<file path="config.mk">
export PLATFORM = sky130hd
export DESIGN_NAME = reg_share_arbiter_flat
export DESIGN_NICKNAME = d
export VERILOG_FILES = /design/src/rtl/reg_share_arbiter_if.sv /design/src/rtl/reg_share_arbiter.sv /design/src/flat_wrapper.sv
export SDC_FILE = /design/constraint.sdc
export NUM_CORES = 1
export LEC_CHECK = 0
export ABC_AREA = 1
export BUFFER_PORTS_ARGS = -buffer_cell sky130_fd_sc_hd__buf_2
export CORE_MARGIN = 5
export CORE_UTILIZATION = 45
export CTS_BUF_LIST = sky130_fd_sc_hd__clkbuf_16
export DETAILED_ROUTE_END_ITERATION = 7
export PLACE_DENSITY = 0.76
export SYNTH_ARGS = -nofsm -noshare
export SYNTH_HDL_FRONTEND = slang
export SYNTH_SLANG_ARGS = --single-unit
</file>
<file path="constraint.sdc">
create_clock -name clk -period 2.2 [get_ports clk]
set_input_delay 0.44 -clock clk [delete_from_list [all_inputs] [get_ports clk]]
set_output_delay 0.44 -clock clk [all_outputs]
set_load 0.03 [all_outputs]
</file>
<file path="src/rtl/reg_share_arbiter_if.sv">
// Bus between the producers and the shared-register arbiter.
// Producers drive the request/data side; the arbiter returns ownership and the register value.
interface reg_share_arbiter_if #(
    parameter int NUM_REQ = 4,
    parameter int DATA_W  = 8
);
    localparam int OWN_W = $clog2(NUM_REQ);

    logic [NUM_REQ-1:0]        req;
    logic [NUM_REQ*DATA_W-1:0] wdata;
    logic [NUM_REQ-1:0]        grant;
    logic [NUM_REQ-1:0]        ack;
    logic [DATA_W-1:0]         q;
    logic [DATA_W-1:0]         q_not;
    logic                      q_valid;
    logic [OWN_W-1:0]          owner;

    modport master (
        output req, wdata,
        input  grant, ack, q, q_not, q_valid, owner
    );

    modport slave (
        input  req, wdata,
        output grant, ack, q, q_not, q_valid, owner
    );
endinterface

</file>
<file path="src/rtl/reg_share_arbiter.sv">
// Round-robin arbiter owning one shared data register; each winner loads it once
// and keeps it frozen for up to HOLD_CYC cycles or until it drops its request.
module reg_share_arbiter #(
    parameter int NUM_REQ  = 4,
    parameter int DATA_W   = 8,
    parameter int HOLD_CYC = 2
) (
    input  logic               clk,
    input  logic               reset,
    reg_share_arbiter_if.slave bus
);
    localparam int OWN_W = $clog2(NUM_REQ);
    localparam int CNT_W = (HOLD_CYC > 1) ? $clog2(HOLD_CYC) : 1;
    localparam logic [CNT_W-1:0] CNT_LOAD = CNT_W'(HOLD_CYC - 1);
    localparam logic [OWN_W-1:0] LAST_IDX = OWN_W'(NUM_REQ - 1);

    typedef enum logic {IDLE, OWN} state_t;

    state_t             state, state_nxt;
    logic [OWN_W-1:0]   ptr, ptr_nxt;
    logic [OWN_W-1:0]   owner_r, owner_nxt;
    logic [CNT_W-1:0]   cnt, cnt_nxt;
    logic [NUM_REQ-1:0] grant_r, grant_nxt;
    logic [NUM_REQ-1:0] ack_r, ack_nxt;
    logic [DATA_W-1:0]  q_r, q_nxt;
    logic               q_valid_r, q_valid_nxt;

    logic [OWN_W-1:0]   owner_inc;
    logic [OWN_W-1:0]   arb_base;
    logic [OWN_W-1:0]   arb_idx;
    logic [OWN_W-1:0]   cand;
    logic               arb_found;
    logic               release_now;

    // While owning, the scan already starts after the owner so a release can hand off in the same edge.
    assign owner_inc   = (owner_r == LAST_IDX) ? '0 : owner_r + 1'b1;
    assign arb_base    = (state == OWN) ? owner_inc : ptr;
    assign release_now = (cnt == '0) || !bus.req[owner_r];

    always_comb begin
        arb_found = 1'b0;
        arb_idx   = '0;
        cand      = '0;
        for (int k = 0; k < NUM_REQ; k++) begin
            cand = (int'(arb_base) + k >= NUM_REQ) ? OWN_W'(int'(arb_base) + k - NUM_REQ)
                                                   : OWN_W'(int'(arb_base) + k);
            if (!arb_found && bus.req[cand]) begin
                arb_found = 1'b1;
                arb_idx   = cand;
            end
        end
    end

    always_ff @(posedge clk) begin
        if (reset) begin
            state     <= IDLE;
            ptr       <= '0;
            owner_r   <= '0;
            cnt       <= '0;
            grant_r   <= '0;
            ack_r     <= '0;
            q_r       <= '0;
            q_valid_r <= 1'b0;
        end else begin
            state     <= state_nxt;
            ptr       <= ptr_nxt;
            owner_r   <= owner_nxt;
            cnt       <= cnt_nxt;
            grant_r   <= grant_nxt;
            ack_r     <= ack_nxt;
            q_r       <= q_nxt;
            q_valid_r <= q_valid_nxt;
        end
    end

    always_comb begin
        state_nxt   = state;
        ptr_nxt     = ptr;
        owner_nxt   = owner_r;
        cnt_nxt     = cnt;
        grant_nxt   = grant_r;
        ack_nxt     = '0;
        q_nxt       = q_r;
        q_valid_nxt = q_valid_r;

        if (state == OWN && !release_now) begin
            cnt_nxt = cnt - 1'b1;
        end else begin
            if (state == OWN) begin
                ptr_nxt = owner_inc;
            end
            if (arb_found) begin
                state_nxt          = OWN;
                grant_nxt          = '0;
                grant_nxt[arb_idx] = 1'b1;
                ack_nxt            = '0;
                ack_nxt[arb_idx]   = 1'b1;
                q_nxt              = bus.wdata[arb_idx*DATA_W +: DATA_W];
                q_valid_nxt        = 1'b1;
                owner_nxt          = arb_idx;
                cnt_nxt            = CNT_LOAD;
            end else begin
                state_nxt = IDLE;
                grant_nxt = '0;
            end
        end
    end

    always_comb begin
        bus.grant   = grant_r;
        bus.ack     = ack_r;
        bus.q       = q_r;
        bus.q_not   = ~q_r;
        bus.q_valid = q_valid_r;
        bus.owner   = owner_r;
    end
endmodule

</file>
<file path="src/flat_wrapper.sv">
// flat-port wrapper written by rule: the top's interface ports become plain ports
module reg_share_arbiter_flat 
#(
    parameter int NUM_REQ  = 4,
    parameter int DATA_W   = 8,
    parameter int HOLD_CYC = 2
)
  (clk, reset, bus_req, bus_wdata, bus_grant, bus_ack, bus_q, bus_q_not, bus_q_valid, bus_owner);
  reg_share_arbiter_if #(.NUM_REQ(NUM_REQ), .DATA_W(DATA_W)) bus_i ();
  input  logic clk;
  input  logic reset;
  input wire logic [$bits(bus_i.req)-1:0] bus_req;
  input wire logic [$bits(bus_i.wdata)-1:0] bus_wdata;
  output wire logic [$bits(bus_i.grant)-1:0] bus_grant;
  output wire logic [$bits(bus_i.ack)-1:0] bus_ack;
  output wire logic [$bits(bus_i.q)-1:0] bus_q;
  output wire logic [$bits(bus_i.q_not)-1:0] bus_q_not;
  output wire logic [$bits(bus_i.q_valid)-1:0] bus_q_valid;
  output wire logic [$bits(bus_i.owner)-1:0] bus_owner;
  assign bus_i.req = bus_req;
  assign bus_i.wdata = bus_wdata;
  assign bus_grant = bus_i.grant;
  assign bus_ack = bus_i.ack;
  assign bus_q = bus_i.q;
  assign bus_q_not = bus_i.q_not;
  assign bus_q_valid = bus_i.q_valid;
  assign bus_owner = bus_i.owner;
  reg_share_arbiter #(.NUM_REQ(NUM_REQ), .DATA_W(DATA_W), .HOLD_CYC(HOLD_CYC)) u_core (.clk(clk), .reset(reset), .bus(bus_i));
endmodule
</file>
Word-level counts from Yosys, hierarchy flattened --
Cells that the tools add are included.
Storage, ports and cells: register bits 23, bits of input ports 38, output and inout bits 27, logic and storage cells 77
Cells by class: $add $sub $neg 9, magnitude comparators 11, equality and inequality tests 1, shift operators 1, mux-type cells 30, bitwise logic cells 3, reduce and logical (&&, ||, !) cells 14
Operator list (number):
- $shiftx 32x6->8 | 1
- $mux 2 | 10
- $lt 2x3->1 const B | 6
- $mux 1 | 13
- $bmux 1 s2 | 5
- $ge 3x3->1 const B | 3
- $not 8->8 | 1
- $sub 2x1->2 const B | 4
- $add 2x2->3 const B | 2
- $logic_and 1x1->1 | 5
- $logic_not 1->1 | 5
- $mux 4 | 1
- $add 2x1->3 const B | 1
- $ge 2x3->1 const B | 1
- $add 2x1->2 const B | 1
- $demux 1 s2 | 1
- $eq 2x2->1 const B | 1
- $ge 2x1->1 const B | 1
- $not 1->1 | 2
- $reduce_and 2->1 | 1
- $reduce_bool 2->1 | 1
- $reduce_or 2->1 | 1
- $logic_or 1x1->1 | 1
- $sub 1x1->1 const B | 1

Longest topological paths before layout --
depth in word-level cells 22, mapped depth 17, depth with buffers taken out 16

Worst setup path after synthesis --
OpenSTA, ideal clock, no wires.
kind flip-flop to flip-flop, from register u_core.owner_r[0] (netlist: u_core.bus.owner[0]), to register u_core.q_r[0] (netlist: u_core.bus.q[0]), setup time 0.117 ns, arrival time 2.157 ns, required time 2.083 ns, setup slack -0.074 ns, stages on the path, launching flop included 17, buffers on the path 1, period minus slack after synthesis 2.274 ns, cell sequence dfxtp_1 -> ha_1 -> inv_1 -> nand2_1 -> nand2_1 -> nand3_1 -> nand2_2 -> nand2_1 -> nand2_2 -> nand3_1 -> nand3_2 -> nand2_2 -> buf_4 -> nand3_1 -> nand3_1 -> nor2_1 -> nor2_1
On the way: longest elaborated chain between the ends 18, elaborated cells between the ends (all ways) 50, those cells by class add/sub: 8; order compare: 4; eq/ne: 1; shift: 1; mux: 24; bitwise: 1; reduce/logical: 11
RTL lines:
- start, declared | RTL line reg_share_arbiter.sv:21 | logic [OWN_W-1:0] owner_r, owner_nxt;
- start signal, assigned | RTL line reg_share_arbiter.sv:67 | owner_r <= owner_nxt;
- branches (longest 18 deep; another with $add 2x1->3)
- end signal, assigned | RTL line reg_share_arbiter.sv:71 | q_r <= q_nxt;
- end, declared | RTL line reg_share_arbiter.sv:25 | logic [DATA_W-1:0] q_r, q_nxt;
Several ways; the timed one is not identified. The select of a mux whose other input is x is not followed. A chain may end at the register's enable or synchronous reset.

Worst setup path after layout --
from register u_core.owner_r[1] (netlist: u_core.bus.owner[1]), to register u_core.q_r[1] (netlist: u_core.bus.q[1])
Same word-level chain as after synthesis.

==> results.yml <==
layout:
  final_cell_mix: "buf_2 (64), nand2_1 (49), nand3_1 (46)"
  syn_to_final_growth_pct: 51.2
  final_common_cell: "buf_2"
  antenna-diode-count: 0
  final_net_count: 361
  drive_above_1_share_pct: 41.7
die:
  chipWidth_um: 68.4
  die_area_mm2: 0.00468
  start_util_pct: 46.3
  num_rows: 21
  pin_count: 65
  core_mm2: 0.00331
  die-height_um: 68.4
clock_tree:
  cts_tree: "built"
  clock_sink_count: 23
  cts_max_path_buffers: 2
  clk_pin_slew_ns: 0.06
  h-tree-depth: 1
  clock_latency_ns: 0.25
  clockRootBuffer: "clkbuf_16"
  hold_buffers: 0
  cts_buffers: 3
power_and_ir_drop:
  leakagePower_uw: 0.00123
  peakVddDrop_uv: 1140
  p_per_area_mw_per_mm2: 1620
detailed_routing:
  vias: 1847
  drc: 0
  viasPerCell: 5.03
  dr.pass1.iters: 4
  postRouteWirelength_mm: 4.55
  wl_per_cell_um: 12.4
  final_antenna_net_count: 0
  drt_iter0_markers: 115
min_path:
  hp-class: "in -> reg"
  hold_depth: 2
  min_to: "u_core.state"
  hold_start: "reset"
logic_synthesis:
  synthesis.area_mm2: 0.00153
  synth_top_cell_area_share_pct: 30.0
  synthArstFlopShare_pct: 0
  synth_top_area_cell: "dfxtp_1"
  netlist_top_cells_area: "dfxtp_1 (30%), nand3_1 (18%), nand2_1 (14%)"
  synth.ff_latch_count: 23
  synth_nets: 282
  synth_cells: 243
  synth_flop_cell: "dfxtp_1"
  syn_area_per_cell_um2: 6.31
  ys_seq_area_share_pct: 30.0
  ys_warn_count: 0
  yosysUniqueCellTypes: 26
  synth_edf_count: 0
place:
  routabilityCongestion: 0.905
  hpwlAfterDp_mm: 3.34
  numPortBuffers: 64
  dp_slack_ns: -0.00159
sta:
  fmax_mhz: 458
  fin_crit_ns: 2.18
  max_slew_margin_pct: 80.0
  rsz0062_at_grt: "true"
  tightest_slew_ns: 0.297
  fin_tns_setup_ns: 0
  fin_ws_ns: 0.0181
  slew_violations: 0
  fin_crit_sh_pct: 99.2
  clock_skew_ns: 0.00142
  hold_viol: 0
  setup_viol: 0
setup_path:
  cp.required_ns: 2.39
  rr_startpoint: "u_core.bus.owner[1]"
  critPathSlowestCell: "dfxtp_2"
  worstPathCellList: "ha_4 > nor2_4 > nand2_4 > buf_6 > nand3_2 > nand2_1 > nand2_2 > nand2_4 > nand4_1 > nand2_2 > nor2_4 > clkbuf_16 > nand3_1 > nand3_1 > nor2_1 > nor2_1"
  ff2ff_setup_slack_ns: 0.02
  crit_fanout: 10
  cpPeakStageDelay_ns: 0.33
  worstSetupEndpointType: "flop"
  worstSetupStartpointType: "flop"
  path_class: "reg -> reg"
  rr_endpoint: "u_core.bus.q[1]"
  arrival_ns: 2.37
  r2r_cells: 16
run_status:
  status: "completed"
global_routing:
  grt_pass1_wl_mm: 6.44
  antenna_found_initial: 0
  grt_pass1_vias: 1529
  grt_overflow: 0
  grt_start_max_net_pins: 21
  grt_usage_pct: 17.7
job:
  drv_cap: 0
==> power by group <==
group / total [µW] / switching [µW] / internal, µW
clock network: 396 / 150 / 246
registers: 642 / 81.5 / 560
logic: 2730 / 1650 / 1070
==> stage by stage <==
step	hold WS (ns)	power [µW]	instance area, µm²	util [%]	instances
6_report	0.352	3770	2320	70.1	367
5_1_grt	0.374	4070	2320	70.1	367
4_1_cts	0.360	3270	2070	62.6	361
3_5_place_dp	0.438	2870	1980	59.9	357
3_3_place_gp	0.433	2860	1980	59.9	357
2_1_floorplan	0.461	2270	1540	-	243
==> state kept, by name, summed over array words and instances, names as in the netlist <==
register,flops
u_core.bus.q_valid,1
u_core.bus.grant,4
u_core.ptr,2
u_core.bus.q,8
u_core.bus.owner,2
u_core.bus.ack,4
u_core.cnt,1
u_core.state,1
==> worst max-delay path by stage <==
stage | end | slack [ns] | start | cells after the start
after floorplan | u_core.bus.q[0] | 0.01 | u_core.bus.owner[1] | 16
after global placement | u_core.bus.q[4] | -0.008 | u_core.bus.owner[0] | 14
after detailed placement | u_core.bus.q[7] | -0.002 | u_core.bus.owner[0] | 14
after CTS | u_core.bus.q[1] | 0.01 | u_core.bus.owner[1] | 16
after global routing | u_core.bus.q[2] | -0.13 | u_core.bus.owner[0] | 17
final | u_core.bus.q[1] | 0.02 | u_core.bus.owner[1] | 16
==> per-layer routing <==
metal	vias up	routed length, µm	GRT usage, %
li1	969	-	-
met1	823	1970	22.7
met2	53	2300	30.3
met3	2	265	1.81
met4	0	21	6.45
met5	-	0	0
==> cell type report <==
cell class / count / area, µm²
multi-input combinational: 187 / 1080
fill: 315 / 991
timing repair buffer: 82 / 543
sequential: 23 / 464
inverter: 25 / 93.8
clock buffer: 3 / 75.1
tap: 46 / 57.6
clock inverter: 1 / 7.51
==> cell families after synthesis <==
group | count (synthesis) | share of synthesized area (%)
AO/OA/AOI/OAI | 24 | 9.05
adder cells (fa/ha/maj) | 1 | 0.816
buffers and inverters | 33 | 9.79
flip-flops | 23 | 30.0
AND/OR/NAND/NOR | 162 | 50.3
==> synth_stat cells (3+ instances only) <==
| cell | n |
|---|---|
| nand2_1 | 58 |
| nand3_1 | 56 |
| dfxtp_1 | 23 |
| nor2_1 | 23 |
| inv_1 | 22 |
| o21ai_0 | 10 |
| nand2_2 | 7 |
| nand4_1 | 6 |
| a21oi_1 | 4 |
| nor2_2 | 4 |
| buf_2 | 3 |
| nand2_4 | 3 |
| nand3_2 | 3 |
| o21ai_1 | 3 |
==> critical path: cells and delay by family, from the launching register on <==
kind / cells / cell delay, ns
fa+ha+maj: 1 / 0.17
simple gates: 13 / 1.26
buf+inv: 2 / 0.35
flops: 1 / 0.33
==> what timing repair did <==
action,in CTS,in global routing
pin swaps,0,22
setup endpoints to repair,11,19
gates resized for setup,2,40
setup buffers,0,4
gates cloned,0,2
Note: power is estimated with default switching activity, not from simulation.
